--- src/rtl/axis_packet_pkg.sv ---
// Shared types for the packet-rebuild block: FSM state encoding and default descriptor width.
// Latency: n/a (types only).
// Backpressure: n/a.
package axis_packet_pkg;

    localparam int LEN_W_DEFAULT = 16;

    typedef enum logic {
        IDLE   = 1'b0,
        STREAM = 1'b1
    } state_e;

endpackage

--- src/rtl/axis_rebuild_oreg.sv ---
// Single output register slice for the rebuilt stream (data + regenerated last).
// Latency: 1 cycle from load to out_tvalid.
// Backpressure: holds data/last stable while out_tvalid && !out_tready; caller only loads when free.
module axis_rebuild_oreg #(
    parameter int DSIZE = 32
) (
    input  logic             aclk,
    input  logic             aresetn,
    input  logic             load,
    input  logic [DSIZE-1:0] load_dat,
    input  logic             load_last,
    input  logic             out_tready,
    output logic             out_tvalid,
    output logic [DSIZE-1:0] out_tdata,
    output logic             out_tlast
);

    logic             vld_q, vld_d;
    logic [DSIZE-1:0] dat_q, dat_d;
    logic             last_q, last_d;

    always_comb begin
        vld_d  = vld_q;
        dat_d  = dat_q;
        last_d = last_q;
        if (load) begin
            vld_d  = 1'b1;
            dat_d  = load_dat;
            last_d = load_last;
        end else if (out_tready) begin
            vld_d  = 1'b0;
        end
    end

    always_ff @(posedge aclk) begin
        if (!aresetn) begin
            vld_q  <= 1'b0;
            dat_q  <= '0;
            last_q <= 1'b0;
        end else begin
            vld_q  <= vld_d;
            dat_q  <= dat_d;
            last_q <= last_d;
        end
    end

    assign out_tvalid = vld_q;
    assign out_tdata  = dat_q;
    assign out_tlast  = last_q;

endmodule

--- src/rtl/axi_stream_packet_rebuild.sv ---
// Rebuilds AXI-Stream packets, regenerating tlast from a beats-1 length descriptor stream.
// Latency: 1 cycle in-beat to out_tvalid; back-to-back packets with no bubble.
// Backpressure: in_tready follows the output slot; optional tlast checker under AXIS_PACKET_REBUILD_TLAST_CHECK_EN.
module axi_stream_packet_rebuild
    import axis_packet_pkg::*;
#(
    parameter int DSIZE = 32,
    parameter int LEN_W = LEN_W_DEFAULT
) (
    input  logic             aclk,
    input  logic             aresetn,
    input  logic [LEN_W-1:0] len_tdata,
    input  logic             len_tvalid,
    output logic             len_tready,
    input  logic [DSIZE-1:0] in_tdata,
    input  logic             in_tvalid,
    output logic             in_tready,
    input  logic             in_tlast,
    output logic [DSIZE-1:0] out_tdata,
    output logic             out_tvalid,
    input  logic             out_tready,
    output logic             out_tlast,
    output logic             err_mismatch,
    output logic [7:0]       err_cnt
);

    state_e           state_q, state_d;
    logic [LEN_W-1:0] cnt_q, cnt_d;
    logic             cnt_zero;
    logic             slot_free;
    logic             in_fire;
    logic             len_fire;

    assign cnt_zero  = (cnt_q == '0);
    assign slot_free = !out_tvalid || out_tready;
    assign in_fire   = in_tvalid && in_tready;
    assign len_fire  = len_tvalid && len_tready;

    always_ff @(posedge aclk) begin
        if (!aresetn) begin
            state_q <= IDLE;
            cnt_q   <= '0;
        end else begin
            state_q <= state_d;
            cnt_q   <= cnt_d;
        end
    end

    always_comb begin
        state_d = state_q;
        cnt_d   = cnt_q;
        case (state_q)
            IDLE: begin
                if (len_fire) begin
                    cnt_d   = len_tdata;
                    state_d = STREAM;
                end
            end
            STREAM: begin
                if (in_fire) begin
                    if (!cnt_zero) begin
                        cnt_d = cnt_q - LEN_W'(1);
                    end else if (len_fire) begin
                        cnt_d = len_tdata;
                    end else begin
                        state_d = IDLE;
                    end
                end
            end
        endcase
    end

    // Descriptor is taken on the last beat itself so consecutive packets stream without a gap.
    always_comb begin
        len_tready = 1'b0;
        in_tready  = 1'b0;
        if (aresetn) begin
            case (state_q)
                IDLE:   len_tready = 1'b1;
                STREAM: begin
                    in_tready  = slot_free;
                    len_tready = in_tvalid && slot_free && cnt_zero;
                end
            endcase
        end
    end

    axis_rebuild_oreg #(
        .DSIZE (DSIZE)
    ) u_oreg (
        .aclk       (aclk),
        .aresetn    (aresetn),
        .load       (in_fire),
        .load_dat   (in_tdata),
        .load_last  (cnt_zero),
        .out_tready (out_tready),
        .out_tvalid (out_tvalid),
        .out_tdata  (out_tdata),
        .out_tlast  (out_tlast)
    );

`ifdef AXIS_PACKET_REBUILD_TLAST_CHECK_EN
    logic       mismatch;
    logic       err_mismatch_q, err_mismatch_d;
    logic [7:0] err_cnt_q, err_cnt_d;

    assign mismatch = in_fire && (in_tlast != cnt_zero);

    always_comb begin
        err_mismatch_d = err_mismatch_q | mismatch;
        err_cnt_d      = err_cnt_q;
        if (mismatch && (err_cnt_q != 8'hFF)) begin
            err_cnt_d = err_cnt_q + 8'd1;
        end
    end

    always_ff @(posedge aclk) begin
        if (!aresetn) begin
            err_mismatch_q <= 1'b0;
            err_cnt_q      <= 8'd0;
        end else begin
            err_mismatch_q <= err_mismatch_d;
            err_cnt_q      <= err_cnt_d;
        end
    end

    assign err_mismatch = err_mismatch_q;
    assign err_cnt      = err_cnt_q;
`else
    logic unused_tlast;
    assign unused_tlast = in_tlast;
    assign err_mismatch = 1'b0;
    assign err_cnt      = 8'd0;
`endif

endmodule

--- config.mk ---
export PLATFORM = sky130hd
export DESIGN_NAME = axi_stream_packet_rebuild
export DESIGN_NICKNAME = d
export VERILOG_FILES = /design/src/rtl/axis_packet_pkg.sv /design/src/rtl/axis_rebuild_oreg.sv /design/src/rtl/axi_stream_packet_rebuild.sv
export SDC_FILE = /design/constraint.sdc
export NUM_CORES = 1
export LEC_CHECK = 0
export ABC_CLOCK_PERIOD_IN_PS = 5850
export CORE_ASPECT_RATIO = 1.1
export CORE_MARGIN = 2
export CORE_UTILIZATION = 25
export DETAILED_ROUTE_END_ITERATION = 10
export PLACE_DENSITY_LB_ADDON = 0.15
export SETUP_SLACK_MARGIN = 0.2
export SLEW_MARGIN = 10
export SYNTH_ARGS = -nofsm -noshare
export SYNTH_HDL_FRONTEND = slang
export SYNTH_SLANG_ARGS = --single-unit
export TNS_END_PERCENT = 30
--- constraint.sdc ---
create_clock -name aclk -period 5.85 [get_ports aclk]
set_input_delay 0.8775 -clock aclk [delete_from_list [all_inputs] [get_ports aclk]]
set_output_delay 0.8775 -clock aclk [all_outputs]
set_load 0.05 [all_outputs]
==> results, run 1 <==
- The run finished with clean final reports.
- The quantity of I/O buffers inserted on ports is 88.
- The slack of the worst reg-to-reg path is 2.67 ns.
- The number of placed instances with taps included is 494.
- The repair_antennas step left the layout with diodes totalling 0.
- The detailed-route wire length is 7630 µm.
- The end of the worst hold path is u_oreg.out_tdata[16]$_SDFFE_PN0P_.
- The initial antenna violation count is 0.
- Synthesis handed over a netlist of 306 instances.
- The post-synthesis xor/xnor area fraction is 0%.
- The power density over the cells is 330 mW/mm².
- Summed over all instances, the cell type with the most area after synthesis is sky130_fd_sc_hd__dfxtp_1.
- The sequential group share of total power is 39.9%.
- The final core utilization is 36.5%.
- The count of clock tree sinks is 51.
- The number of buffers inserted by hold repair at cts is 0.
- Summed over all layers, the global routing overflow is 0.
- For this run, design rule violations remaining after detail routing come to 0.
- The max-slew violation count is 0.
- The worst endpoint required time is 4.97 ns.
- STA classifies the critical path startpoint as a primary input.
- The first global-routing pass estimated 12,300 µm of wire.
- After synthesis, the most frequently instantiated cells are sky130_fd_sc_hd__nand2_1 (77), sky130_fd_sc_hd__dfxtp_1 (51), sky130_fd_sc_hd__nand3_1 (35), sky130_fd_sc_hd__clkbuf_1 (13).
- In the post-synthesis netlist, the biggest area contributors are sky130_fd_sc_hd__dfxtp_1 (42%), sky130_fd_sc_hd__nand2_1 (12%), sky130_fd_sc_hd__nand3_1 (7.2%).
- Row generation in the floorplan step produced 37 rows.
- The number of buffers created by CTS is 5.
- The die covers 0.0106 mm².
- The switching share of power is 41.8%.
- In this run the critical register-to-register path is captured at cnt_q[2]$_SDFFE_PN0P_.
- The number of cells on the worst hold path is 2.
- The area growth from synthesis to layout is 41.3%.
- The effective utilization at floorplan is 25.9%.
- The analysis attributes to cell leakage a power of 1.38 nW.
- The dominant combinational cell family by area after synthesis is simple AND/OR/NAND/NOR gates.
- Summing the sequential cell areas from Yosys gives 41.8% of the chip area.
- The portion of synthesized area spent on multiplexers is 0.410%.
- The die outline width is 98.2 µm.
- The worst relative slew slack is 28.6%.
- The finished layout holds 502 standard cells, fillers aside.
- Subtracting the final worst setup slack from the clock period gives 4.21 ns.
- After routing, the total negative slack on setup checks comes to 0 ns.
- The highest clock rate is 237 MHz.
- Internal power comes to 0.662 mW.
- The count of unique library cells instantiated by Yosys is 57.
- The net count of the finished layout is 439.
- The vertical die dimension is 108 µm.
- sky130_fd_sc_hd__nand2_1 is the most common cell in the netlist.
- The worst-case IR drop observed on VDD is 139 µV.
- The worst setup path is captured at an output port.
- The max-cap violation count is 0.
- After legalization and detailed placement, the total HPWL measured 5270 µm.
- After synthesis, the largest area contributor takes up 41.8% of total cell area.
- The maximum fanout encountered on the critical timing path is 16.
- In this run the power spent charging and discharging nets is 0.475 mW.
- For the worst flop-to-flop path, the logic depth is 7.
- The final setup violation count is 0.
- The post-detailed-route count of antenna-violating nets is 0.
- Dividing the final minimum period by the clock period gives 72.0%.
- The count of state elements after synthesis is 51.
- The synthesized netlist devotes 31.9% of its cell area to simple gates.
- The final estimated routing congestion in global placement is 0.808.
- The transition time at the pin with the least slew margin is 1.06 ns.
- By startpoint and endpoint, the worst setup path is classified as primary input to output port.
- After Yosys synthesis, full adders, half adders and majority gates account for 0.512% of the synthesized area.
- For this run, asynchronously set or reset flops after synthesis account for 0%.
- The most used flip-flop cell after synthesis is sky130_fd_sc_hd__dfxtp_1.
- During synthesis, Yosys emitted a total of 0 warnings.
- The CTS tree is built.
- The number of hold violations in the final report is 0.
- The level count of the clock H-tree is 2.
- The total area inside the core boundary comes to 0.00944 mm².
- The share of the synthesized area in compound gates (AO/OA/AOI/OAI) is 18.1%.
- After synthesis the cells add up to 0.00244 mm².
- The synthesized design contains 0 enable-type register cells.
- After clock tree synthesis, the clock-pin slew on the worst setup and hold paths is 0.10 ns.
- The count of vias placed by the detailed router is 2,528.
- The share of total power dissipated in the clock network is 17.9%.
- The clock network latency to the later pin of the worst-skew pair is 0.30 ns.
- Setup repair after global routing left no endpoint under its margin.
- Dividing the detail-routed wire length by the instance count gives 15.2 µm.
- The startpoint identified for the worst hold timing path is u_oreg.out_tdata[16]$_SDFFE_PN0P_.
- The number of global-route vias before repair came to 2,403.
- The first-pass iteration count of the detailed router is 4.
- The clock root buffer is sky130_fd_sc_hd__clkbuf_8.
- In the routed layout, each cell is associated on average with a via count of 5.04.
- The total routing usage reported by global routing is 14.3%.
- The fraction of layout cells with a size suffix above 1 is 5.19%.
- The clock passes through at most 2 buffers.
- The clock arrives with 0.00804 ns of skew.
- The number of violations reported at the end of detailed-routing iteration 0 is 120.
- The startpoint identified for the worst register-to-register timing path is cnt_q[0]$_SDFFE_PN0P_.
- The number of resized instances in the post-cts repair step is 0.
- Per report_power, the combinational group accounts for 42.2% of the total.
- The average footprint of a synthesized cell is 7.98 µm².
- The path type of the worst min-delay path is flop to flop.
- In this run the post-CTS setup repair buffer count came out at 0.
- Data on the critical path arrives at its endpoint at 3.33 ns.
- During I/O placement, the number of pins put on the boundary was 99.
- The largest net degree at the start of global routing is 34.
[worst max-delay path by stage]
stage,start,cells past startpoint,end,slack [ns]
floorplan,aresetn,4,in_tready,2.46
global placement,aresetn,4,in_tready,1.69
detailed placement,aresetn,4,in_tready,1.62
CTS,aresetn,4,in_tready,1.62
global route,cnt_q[0]$_SDFFE_PN0P_,6,len_tready,1.56
finish,aresetn,5,len_tready,1.64
[area by class of cell]
| class | count | area [µm²] |
|---|---|---|
| Inverter | 4 | 15.0 |
| Multi-Input combinational cell | 231 | 1280 |
| Fill cell | 1008 | 5990 |
| Clock inverter | 2 | 12.5 |
| Tap cell | 117 | 146 |
| Timing Repair Buffer | 91 | 903 |
| Clock buffer | 6 | 72.6 |
| Sequential cell | 51 | 1020 |
[power groups by stage]
stage	registers (mW)	clock network [mW]	logic [mW]
CTS	0.453	0.217	0.482
global route	0.463	0.231	0.515
detailed placement	0.460	0	0.480
floorplan	0.568	0	0.218
finish	0.454	0.203	0.480
global placement	0.458	0	0.480
[state kept, by name (all words and copies together), names as in the netlist]
signal	cells
state_q	1
u_oreg.out_tvalid	1
u_oreg.out_tdata	32
u_oreg.out_tlast	1
cnt_q	16
[cells in the final DEF (no fill, tap or decap), types with 4 or more instances in the layout]
cell type	instances
sky130_fd_sc_hd__o21ai_1	4
sky130_fd_sc_hd__clkbuf_8	5
sky130_fd_sc_hd__dfxtp_1	51
sky130_fd_sc_hd__nand3_1	35
sky130_fd_sc_hd__a311oi_1	4
sky130_fd_sc_hd__nor4_1	5
sky130_fd_sc_hd__nor2_1	11
sky130_fd_sc_hd__nand2_1	77
sky130_fd_sc_hd__nor3_1	12
sky130_fd_sc_hd__inv_1	4
sky130_fd_sc_hd__clkdlybuf4s50_1	88
sky130_fd_sc_hd__a21oi_1	10
sky130_fd_sc_hd__a211oi_1	5
sky130_fd_sc_hd__conb_1	9
sky130_fd_sc_hd__and3_1	5
[cells by family after synthesis]
family,after synthesis
mux,1
simple gates,164
flops,51
buf+inv,32
other cells,1
compound gates,56
fa+ha+maj,1
[through the flow]
| step | power (mW) | area [µm²] | worst slack [ns] | hold WS (ns) |
|---|---|---|---|---|
| 6_report | 1.14 | 3450 | 1.64 | 0.457 |
| 5_1_grt | 1.21 | 3450 | 1.56 | 0.474 |
| 4_1_cts | 1.15 | 3450 | 1.62 | 0.460 |
| 3_5_place_dp | 0.939 | 3370 | 1.62 | 0.444 |
| 3_3_place_gp | 0.938 | 3370 | 1.69 | 0.441 |
| 2_1_floorplan | 0.785 | 2470 | 2.46 | 0.464 |
[metal layers]
layer	track usage (%)	vias up	routed length, µm
met1	17.9	1182	3390
met5	0	-	0
met3	5.78	6	753
met2	22.9	106	3420
met4	3.52	0	67
li1	-	1234	-
[worst max-delay path, cell delays in order]
cell                              delay [ns]
sky130_fd_sc_hd__clkdlybuf4s50_1        0.76
sky130_fd_sc_hd__and2_1                 0.35
sky130_fd_sc_hd__a22oi_1                0.53
sky130_fd_sc_hd__nor2_4                 0.08
sky130_fd_sc_hd__clkdlybuf4s50_1        0.73
(Power assumes the default switching activity.)
==> run 2, diff against run 1 <==
ABC_CLOCK_PERIOD_IN_PS = 3900   (was 5850)
clock period = 3.9 ns   (was 5.85 ns; I/O delays follow)
==> results, run 2 (synthesis gave the netlist of run 1 again) <==
- The count of vias placed by the detailed router is 2,514 (-0.55%).
- The first-pass iteration count of the detailed router is 5 (+1).
- The slack of the worst reg-to-reg path came to 1.13 ns (-1.54 ns).
- The sum of negative setup slack is 0 ns (unchanged).
- The clock root buffer is sky130_fd_sc_hd__clkbuf_8.
- The detailed-route wire length is 7600 µm (-0.43%).
- The smallest clock period supported by the final layout is computed as 3.26 ns.
- The buffers inserted during post-CTS setup optimization is 0 (unchanged).
- The initial antenna violation count was 0 (unchanged).
- The number of global-route vias before repair is 2,403 (unchanged).
- In the finished design, the share of the clock period the worst path needs comes to 83.7%.
- The clock transition at the register clock pins on the worst setup and hold paths after CTS was 0.10 ns (about the same).
- The vertical die dimension is 108 µm (unchanged).
- The worst endpoint required time is 3.31 ns (-1.66 ns).
- The layer flagged by global routing as most heavily used is met2.
- The global-route track usage on met3 is 5.32% (-0.45 points).
- The element type at the critical path end is an output port.
- The final estimated routing congestion in global placement is 0.806 (-0.22%).
- The top cell types in the final layout, fill and taps aside, are sky130_fd_sc_hd__clkdlybuf4s50_1 (86), sky130_fd_sc_hd__nand2_1 (77), sky130_fd_sc_hd__dfxtp_1 (51).
- The max-cap violation count is 0 (unchanged).
- The max-slew violation count is 0 (unchanged).
- The die footprint came to 0.0106 mm² (unchanged).
- The reported leakage power was 1.42 nW (+3.0%).
- The maximum fanout encountered on the critical timing path is 18 (+2).
- Relative to the synthesized area, the layout overhead comes to 44.1%.
- The met2 demand-to-capacity share in global routing is 23.8% (+0.83 points).
- The number of non-filler instances in the completed layout is 507 (+1.0%).
- The number of fill cells was 1,017 (+0.89%).
- The number of violations reported at the end of detailed-routing iteration 0 came to 128 (+6.7%).
- The worst relative slew slack is 35.7% (+7.1 points).
- The number of vias per cell after detailed routing was 4.96 (-1.5%).
- The post-detailed-route count of antenna-violating nets is 0 (unchanged).
- The total routing usage reported by global routing is 14.5% (+0.18 points).
- TritonCTS built the clock tree.
- The number of buffers created by CTS is 5 (unchanged).
- The number of hold violations in the final report was 0 (unchanged).
- The largest net degree at the start of global routing is 34 (unchanged).
- The count of antenna diodes in the layout is 0 (unchanged).
- The power density over the cells is 496 mW/mm² (+51%).
- The worst setup skew after layout is 0.0105 ns (+0.00244 ns).
- The quantity of I/O buffers inserted on ports is 88 (unchanged).
- The die outline width is 98.2 µm (unchanged).
- The startpoint identified for the worst register-to-register timing path is cnt_q[0]$_SDFFE_PN0P_.
- The path type of the worst min-delay path is flop to flop.
- Setup repair after global routing left no endpoint under its margin.
- The top-level port count is 99 (unchanged).
- Static timing analysis puts the maximum clock frequency at 306 MHz.
- The worst setup slack after placement is 0.982 ns (-0.639 ns).
- The remaining global-route overflow is 0 (unchanged).
- The net count of the finished layout is 444 (+1.1%).
- The average wire length per cell after detail routing came to 15.0 µm (-1.4%).
- The run finished with clean final reports.
- The remaining design rule violation count was 0 (unchanged).
- The clock network latency to the later pin of the worst-skew pair is 0.31 ns (about the same).
- The most common cell after layout, fill and taps aside is sky130_fd_sc_hd__clkdlybuf4s50_1.
- The final setup violation count was 0 (unchanged).
- The number of resized instances in the post-cts repair step came to 0 (unchanged).
- The total half-perimeter wirelength after legalization and detailed placement is 5390 µm (+2.1%).
- The worst-case setup margin in the final layout is 0.636 ns (-1.00 ns).
- The number of placed instances with taps included is 499 (+1.0%).
- The wire length of the first global-routing pass is 12,400 µm (+1.1%).
- The total power is 1.75 mW (+54%).
- Tracing the worst setup path back leads to its startpoint at cnt_q[0]$_SDFFE_PN0P_.
- The effective utilization at floorplan is 25.9% (unchanged).
- The total number of placement rows is 37 (unchanged).
- The level count of the clock H-tree is 2 (unchanged).
- The startpoint type of the worst setup path is a flop.
- The count of clock tree sinks came to 51 (unchanged).
- The combined flip-flop and latch cell area is 0.00102 mm² (unchanged).
- The area of combinational cells with multiple inputs was 0.00128 mm² (unchanged).
- The number of buffers between clock root and the deepest sink was 2 (unchanged).
- The number of flip-flops under the largest register name was 32 (unchanged).
- The number of buffers inserted by hold repair at cts is 0 (unchanged).
- The met1 global-route usage is 18.4% (+0.48 points).
- The transition time at the pin with the least slew margin is 0.964 ns (-0.0956 ns).
- The critical path arrival is 2.68 ns (-0.65 ns).
- The fraction of layout cells with a size suffix above 1 is 6.92% (+1.7 points).
- The total core area is 0.00944 mm² (unchanged).
- The maximum ir drop on the vdd rail was 191 µV (+37%).
- The worst hold path begins at u_oreg.out_tdata[14]$_SDFFE_PN0P_.
- The type of the worst setup path is flop to output port.
==> run 2: layer usage <==
metal,part of all wire [%],vias to the layer above
met2,47,91
met3,8.2,4
met5,0,-
met1,45,1171
li1,-,1248
met4,0.50,0
==> run 2: path summary, 6_finish.rpt <==
check | cells after the start | to
setup / recovery | 6 | len_tready
hold / removal | 2 | u_oreg.out_tdata[14]$_SDFFE_PN0P_
setup reg to reg | 7 | cnt_q[1]$_SDFFE_PN0P_
hold reg to reg | 2 | u_oreg.out_tdata[14]$_SDFFE_PN0P_
==> run 2: area by class of cell <==
type	instances	area share, %
multi-input cells	231	36.4
repair buffers	96	27.3
well taps	117	4.16
clock buffers	7	2.45
clock inverters	1	0.249
inverters	4	0.427
flip-flops and latches	51	29.0
==> run 2: critical path, cell delays in order, from the launching register on <==
cell and delay, ns:
sky130_fd_sc_hd__dfxtp_1 0.35, sky130_fd_sc_hd__inv_1 0.10, sky130_fd_sc_hd__ha_1 0.22, sky130_fd_sc_hd__or3b_2 0.52, sky130_fd_sc_hd__o41a_1 0.78, sky130_fd_sc_hd__nor2_4 0.25, sky130_fd_sc_hd__buf_12 0.16
==> run 2: per-stage QoR <==
stage / utilization (%) / hold WS, ns / area, µm²
after detailed placement: 36.2 / 0.445 / 3420
after floorplan: - / 0.464 / 2470
after CTS: 37.3 / 0.461 / 3520
after global routing: 37.3 / 0.479 / 3520
after global placement: 36.2 / 0.440 / 3420
final: 37.3 / 0.457 / 3520
==> run 2: where the power goes <==
group	internal (mW)	leakage [nW]	switching, mW
combinational	0.275	0.950	0.463
sequential	0.606	0.422	0.0727
clock	0.146	0.0484	0.185
total	1.03	1.42	0.720
==> run 3, diff against run 2 <==
ABC_CLOCK_PERIOD_IN_PS = 2900   (was 3900)
clock period = 2.9 ns   (was 3.9 ns; I/O delays follow)
==> results, run 3 (synthesis gave the netlist of run 1 again) <==
- The run finished with clean final reports.
- The beginning of the worst register-to-register path is cnt_q[0]$_SDFFE_PN0P_.
- The number of cells on the worst hold path is 2 (unchanged).
- The top-level port count is 99 (unchanged).
- The count of antenna diodes in the layout was 0 (unchanged).
- The post-detailed-route count of antenna-violating nets came to 0 (unchanged).
- The sum of negative setup slack was 0 ns (unchanged).
- The number of non-filler instances in the completed layout is 511 (+0.79%).
- The worst-case hold slack is 0.459 ns (+0.00169 ns).
- The average wire length per cell after detail routing came to 14.8 µm (-1.3%).
- The startpoint identified for the worst hold timing path is u_oreg.out_tdata[24]$_SDFFE_PN0P_.
- The number of hold violations in the final report is 0 (unchanged).
- The worst setup skew after layout is 0.00965 ns (-0.000835 ns).
- The total half-perimeter wirelength after legalization and detailed placement is 5400 µm (+0.29%).
- The power density over the cells is 657 mW/mm² (+32%).
- The critical path is of the flop to output port type.
- The transition time at the pin with the least slew margin is 0.665 ns (-0.300 ns).
- The slack of the worst reg-to-reg path is 0.42 ns (-0.71 ns).
- The level count of the clock H-tree is 2 (unchanged).
- Setup repair after global routing left no endpoint under its margin.
- The number of vias per cell after detailed routing came to 4.87 (-1.8%).
- The worst setup path is launched from a flop.
- The remaining global-route overflow is 0 (unchanged).
- The critical path arrival is 2.13 ns (-0.55 ns).
- Leaving out fill and tap cells, the most frequent cell in the layout is sky130_fd_sc_hd__clkdlybuf4s50_1.
- The cell count of the worst reg-to-reg path is 9 (+2).
- The number of violations reported at the end of detailed-routing iteration 0 is 114 (-11%).
- The quantity of I/O buffers inserted on ports is 88 (unchanged).
- The number of fill cells came to 1,012 (-0.49%).
- The worst-case setup margin in the final layout is 0.334 ns (-0.302 ns).
- The clock network latency to the later pin of the worst-skew pair is 0.30 ns (about the same).
- The final estimated routing congestion in global placement was 0.861 (+6.8%).
- The max-cap violation count is 0 (unchanged).
- The initial antenna violation count is 0 (unchanged).
- The reported leakage power is 1.44 nW (+1.3%).
- The element type at the critical path end is an output port.
- The net count of the finished layout was 448 (+0.90%).
- The maximum ir drop on the vdd rail is 311 µV (+63%).
- The tree is rooted in a sky130_fd_sc_hd__clkbuf_8.
- The number of placed instances with taps included is 501 (+0.40%).
- The worst endpoint required time was 2.47 ns (-0.84 ns).
- The maximum fanout encountered on the critical timing path came to 4 (-14).
- The worst hold path belongs to the class flop to flop.
- The count of vias placed by the detailed router is 2,489 (-0.99%).
- The final core utilization came to 37.8% (+0.50 points).
- The number of global-route vias before repair was 2,427 (+1.0%).
- The end of the worst hold path is u_oreg.out_tdata[24]$_SDFFE_PN0P_.
- The number of buffers inserted by hold repair at cts is 0 (unchanged).
- Of the available clock period, the critical path in the final layout requires 88.5%.
- The wire length of the first global-routing pass was 12,300 µm (-0.33%).
- The effective utilization at floorplan is 25.9% (unchanged).
- The area overhead of the layout relative to synthesis is 46.0%.
- The count of clock tree sinks is 51 (unchanged).
- The total number of placement rows is 37 (unchanged).
- The fraction of layout cells with a size suffix above 1 came to 8.12% (+1.2 points).
- The shortest period the worst path allows is 2.57 ns.
- The total routing usage reported by global routing is 14.3% (-0.14 points).
- The clock transition at the register clock pins on the worst setup and hold paths after CTS is 0.10 ns (about the same).
- The number of buffers between clock root and the deepest sink was 2 (unchanged).
- The worst relative slew slack was 55.3% (+20 points).
- The worst setup slack after placement came to 0.244 ns (-0.738 ns).
- The vertical die dimension was 108 µm (unchanged).
- The detailed-route wire length is 7560 µm (-0.55%).
- The die footprint is 0.0106 mm² (unchanged).
- Static timing analysis puts the maximum clock frequency at 390 MHz.
- The max-slew violation count is 0 (unchanged).
- The worst register-to-register path ends at cnt_q[8]$_SDFFE_PN0P_.
- In the layout the commonest cells are sky130_fd_sc_hd__clkdlybuf4s50_1 (86), sky130_fd_sc_hd__nand2_1 (77), sky130_fd_sc_hd__dfxtp_1 (51).
- The number of flip-flops under the largest register name came to 32 (unchanged).
- The die outline width is 98.2 µm (unchanged).
- The total core area is 0.00944 mm² (unchanged).
- TritonCTS built the clock tree.
- The largest net degree at the start of global routing came to 34 (unchanged).
- The remaining design rule violation count came to 0 (unchanged).
- The number of buffers created by CTS is 5 (unchanged).
- The final setup violation count came to 0 (unchanged).
- The first-pass iteration count of the detailed router came to 4 (-1).
==> run 3: how the worst max path moves through the flow <==
stage	start	endpoint	slack (ns)	cells past startpoint
detailed placement	cnt_q[0]$_SDFFE_PN0P_	cnt_q[8]$_SDFFE_PN0P_	0.24	8
global placement	cnt_q[0]$_SDFFE_PN0P_	cnt_q[8]$_SDFFE_PN0P_	0.26	8
floorplan	aresetn	in_tready	0.39	4
finish	cnt_q[0]$_SDFFE_PN0P_	len_tready	0.33	6
CTS	cnt_q[0]$_SDFFE_PN0P_	len_tready	0.29	6
global route	cnt_q[0]$_SDFFE_PN0P_	len_tready	0.23	6
==> run 3: cell type report <==
class,count,area [µm²],share of cell area (%)
timing repair buffer,100,1000,28.1
inverter,4,15.0,0.421
clock inverter,2,12.5,0.351
tap,117,146,4.11
multi-input combinational,231,1290,36.3
clock buffer,6,72.6,2.04
sequential,51,1020,28.6
==> run 3: metrics by stage <==
| step | power (mW) | instance area (µm²) |
|---|---|---|
| floorplan | 1.58 | 2470 |
| global placement | 1.93 | 3450 |
| detailed placement | 1.94 | 3450 |
| CTS | 2.36 | 3540 |
| global route | 2.50 | 3570 |
| finish | 2.34 | 3570 |
==> run 3: critical path, stage by stage, from the launching register on <==
cell	delay (ns)
sky130_fd_sc_hd__dfxtp_1	0.34
sky130_fd_sc_hd__inv_1	0.12
sky130_fd_sc_hd__ha_4	0.16
sky130_fd_sc_hd__or3b_4	0.40
sky130_fd_sc_hd__o41a_1	0.50
sky130_fd_sc_hd__nor2_4	0.17
sky130_fd_sc_hd__buf_12	0.15
==> run 3: power breakdown <==
part	internal [mW]	switching (mW)	total (mW)	leakage, nW
clock network	0.169	0.236	0.405	0.0412
logic	0.396	0.626	1.02	0.976
registers	0.815	0.0993	0.914	0.422
==> run 3: what timing repair did <==
| item | in CTS | in global routing |
|---|---|---|
| gates resized for setup | 0 | 3 |
| endpoints found under the setup margin | 1 | 1 |
| setup buffers | 1 | 1 |
| pin swaps | 1 | 3 |
| endpoints found under the hold margin | 0 | 0 |
==> run 3: routing by layer <==
| metal | global-route usage, % | vias to the layer above | wire length, µm | part of all wire [%] |
|---|---|---|---|---|
| li1 | - | 1250 | - | - |
| met1 | 18.6 | 1140 | 3440 | 45 |
| met2 | 23.1 | 95 | 3380 | 45 |
| met3 | 5.06 | 4 | 697 | 9.2 |
| met4 | 2.84 | 0 | 44 | 0.58 |
| met5 | 0 | - | 0 | 0 |
==> edit (flow settings as in run 2) <==
`dat_q` no longer has a reset.
--- a/src/rtl/axis_rebuild_oreg.sv
+++ b/src/rtl/axis_rebuild_oreg.sv
@@ -35,13 +35,15 @@
     always_ff @(posedge aclk) begin
         if (!aresetn) begin
             vld_q  <= 1'b0;
-            dat_q  <= '0;
             last_q <= 1'b0;
         end else begin
             vld_q  <= vld_d;
-            dat_q  <= dat_d;
             last_q <= last_d;
         end
+    end
+
+    always_ff @(posedge aclk) begin
+        dat_q <= dat_d;
     end
 
     assign out_tvalid = vld_q;
Function: differs if aresetn is asserted again (counterexample within 4 cycles, from zero or initial values and one cycle with aresetn low); with aresetn held inactive, the same outputs for 10 cycles.
==> edit against run 2 <==
Sequential cell count stayed put; design area is 2.0% lower; wire length decreased by 14%; synthesized area fell by 3.0%; core utilization shrank 0.20 points; non-clock buffer count shrank 2; setup slack got worse by 0.030 ns; critical path type unchanged; critical endpoint unchanged; highest routed layer unchanged.
Power is not compared: it rests on default switching activity, and its combinational part moved more than twofold at a synthesized area within 25%.
==> edit: results (changes against run 2) <==
post-synthesis compound-gate area fraction=16.4% (was 18.1%); area of the multi-input gates=900 um2 (was 1280 um2); DP HPWL=4770 um (was 5390 um); unique cell type count in the Yosys netlist=54 (was 57); Layout Nets=356 (was 444); share of cells above drive strength 1=8.61% (was 6.92%); Post-DP Area=3340 um2 (was 3420 um2); final clock skew=0.00473 ns (was 0.0105 ns); top cells by count, synth=edfxtp_1, dfxtp_1, nand3_1, nand2_1, o21ai_0 (was nand2_1, dfxtp_1, nand3_1, clkbuf_1); Worst Tran Pin Value=0.684 ns (was 0.964 ns); Initial DRC Count=97 (was 128); routing usage on met1=16.8% (was 18.4%); vias per inst=4.75 (was 4.96); Synth Area in XOR/XNOR=0.370% (was 0%); first-pass detailed-route iteration total=4 (was 5); grt met3 use=3.42% (was 5.32%); top_reg_cell synth=edfxtp_1 (was dfxtp_1); status=finished, final reports clean (unchanged); largest net degree at the start of global routing=35 (was 34); Worst Path Arrival=2.71 ns (was 2.68 ns); synth top area cells=edfxtp_1, dfxtp_1, nand3_1, buf_4, o21ai_0 (was dfxtp_1, nand2_1, nand3_1, buf_4, nor3_1); adder-cell share of the synthesized area=0.528% (was 0.512%); Inst Count DP=411 (was 499); EDFF count, synth=32 (was 0); dpl ws=0.643 ns (was 0.982 ns); filler instances=941 (was 1017); routability cong.=0.758 (was 0.806); met2 usage=19.9% (was 23.8%); CP Max Fanout=4 (was 18); vias in the first global route=1871 (was 2403); GRT Overall Usage=12.4% (was 14.5%)
[edit: kinds of logic (layout without fill, tap and decap cells)]
kind of cell    count (synthesis)  count (layout)
fa+ha+maj                       1               1
buf+inv                        24             108
flops                          51              51
compound gates                 52              52
xor+xnor                        1               1
simple gates                   80              80
other cells                     1               9
[edit: report_power, final]
| part | total (mW) | internal (mW) | switching (mW) | leakage [nW] |
|---|---|---|---|---|
| clock | 0.373 | 0.191 | 0.181 | 0.0581 |
| combinational | 0.287 | 0.122 | 0.165 | 0.661 |
| sequential | 0.625 | 0.597 | 0.0276 | 0.446 |
| total | 1.28 | 0.911 | 0.374 | 1.17 |
[edit: worst paths after layout]
| path | startpoint | endpoint | slack (ns) | cells after the start |
|---|---|---|---|---|
| worst max-delay path | cnt_q[0] | len_tready | 0.61 | 7 |
| worst min-delay path | cnt_q[9] | cnt_q[9] | 0.46 | 2 |
| worst max register to register | state_q | cnt_q[12] | 1.38 | 7 |
| worst min register to register | cnt_q[9] | cnt_q[9] | 0.46 | 2 |
[edit: layout make-up]
class / count / area share (%)
Timing Repair Buffer: 94 / 26.9
Inverter: 6 / 0.653
Tap cell: 117 / 4.25
Clock inverter: 3 / 1.27
Sequential cell: 51 / 38.9
Clock buffer: 5 / 2.00
Multi-Input combinational cell: 143 / 26.1
[edit: metal layers]
layer / vias up / routed length (um)
met4: 0 / 66
met1: 911 / 3120
met3: 8 / 425
li1: 970 / -
met5: - / 0
met2: 100 / 2910
[edit: worst max-delay path, stage by stage, from the launching register on]
cell             delay, ns
dfxtp_1               0.33
inv_1                 0.07
ha_1                  0.24
nor4b_1               0.34
nand4_1               0.22
nand2_1               0.21
and3_1                0.18
clkdlybuf4s50_1       0.81
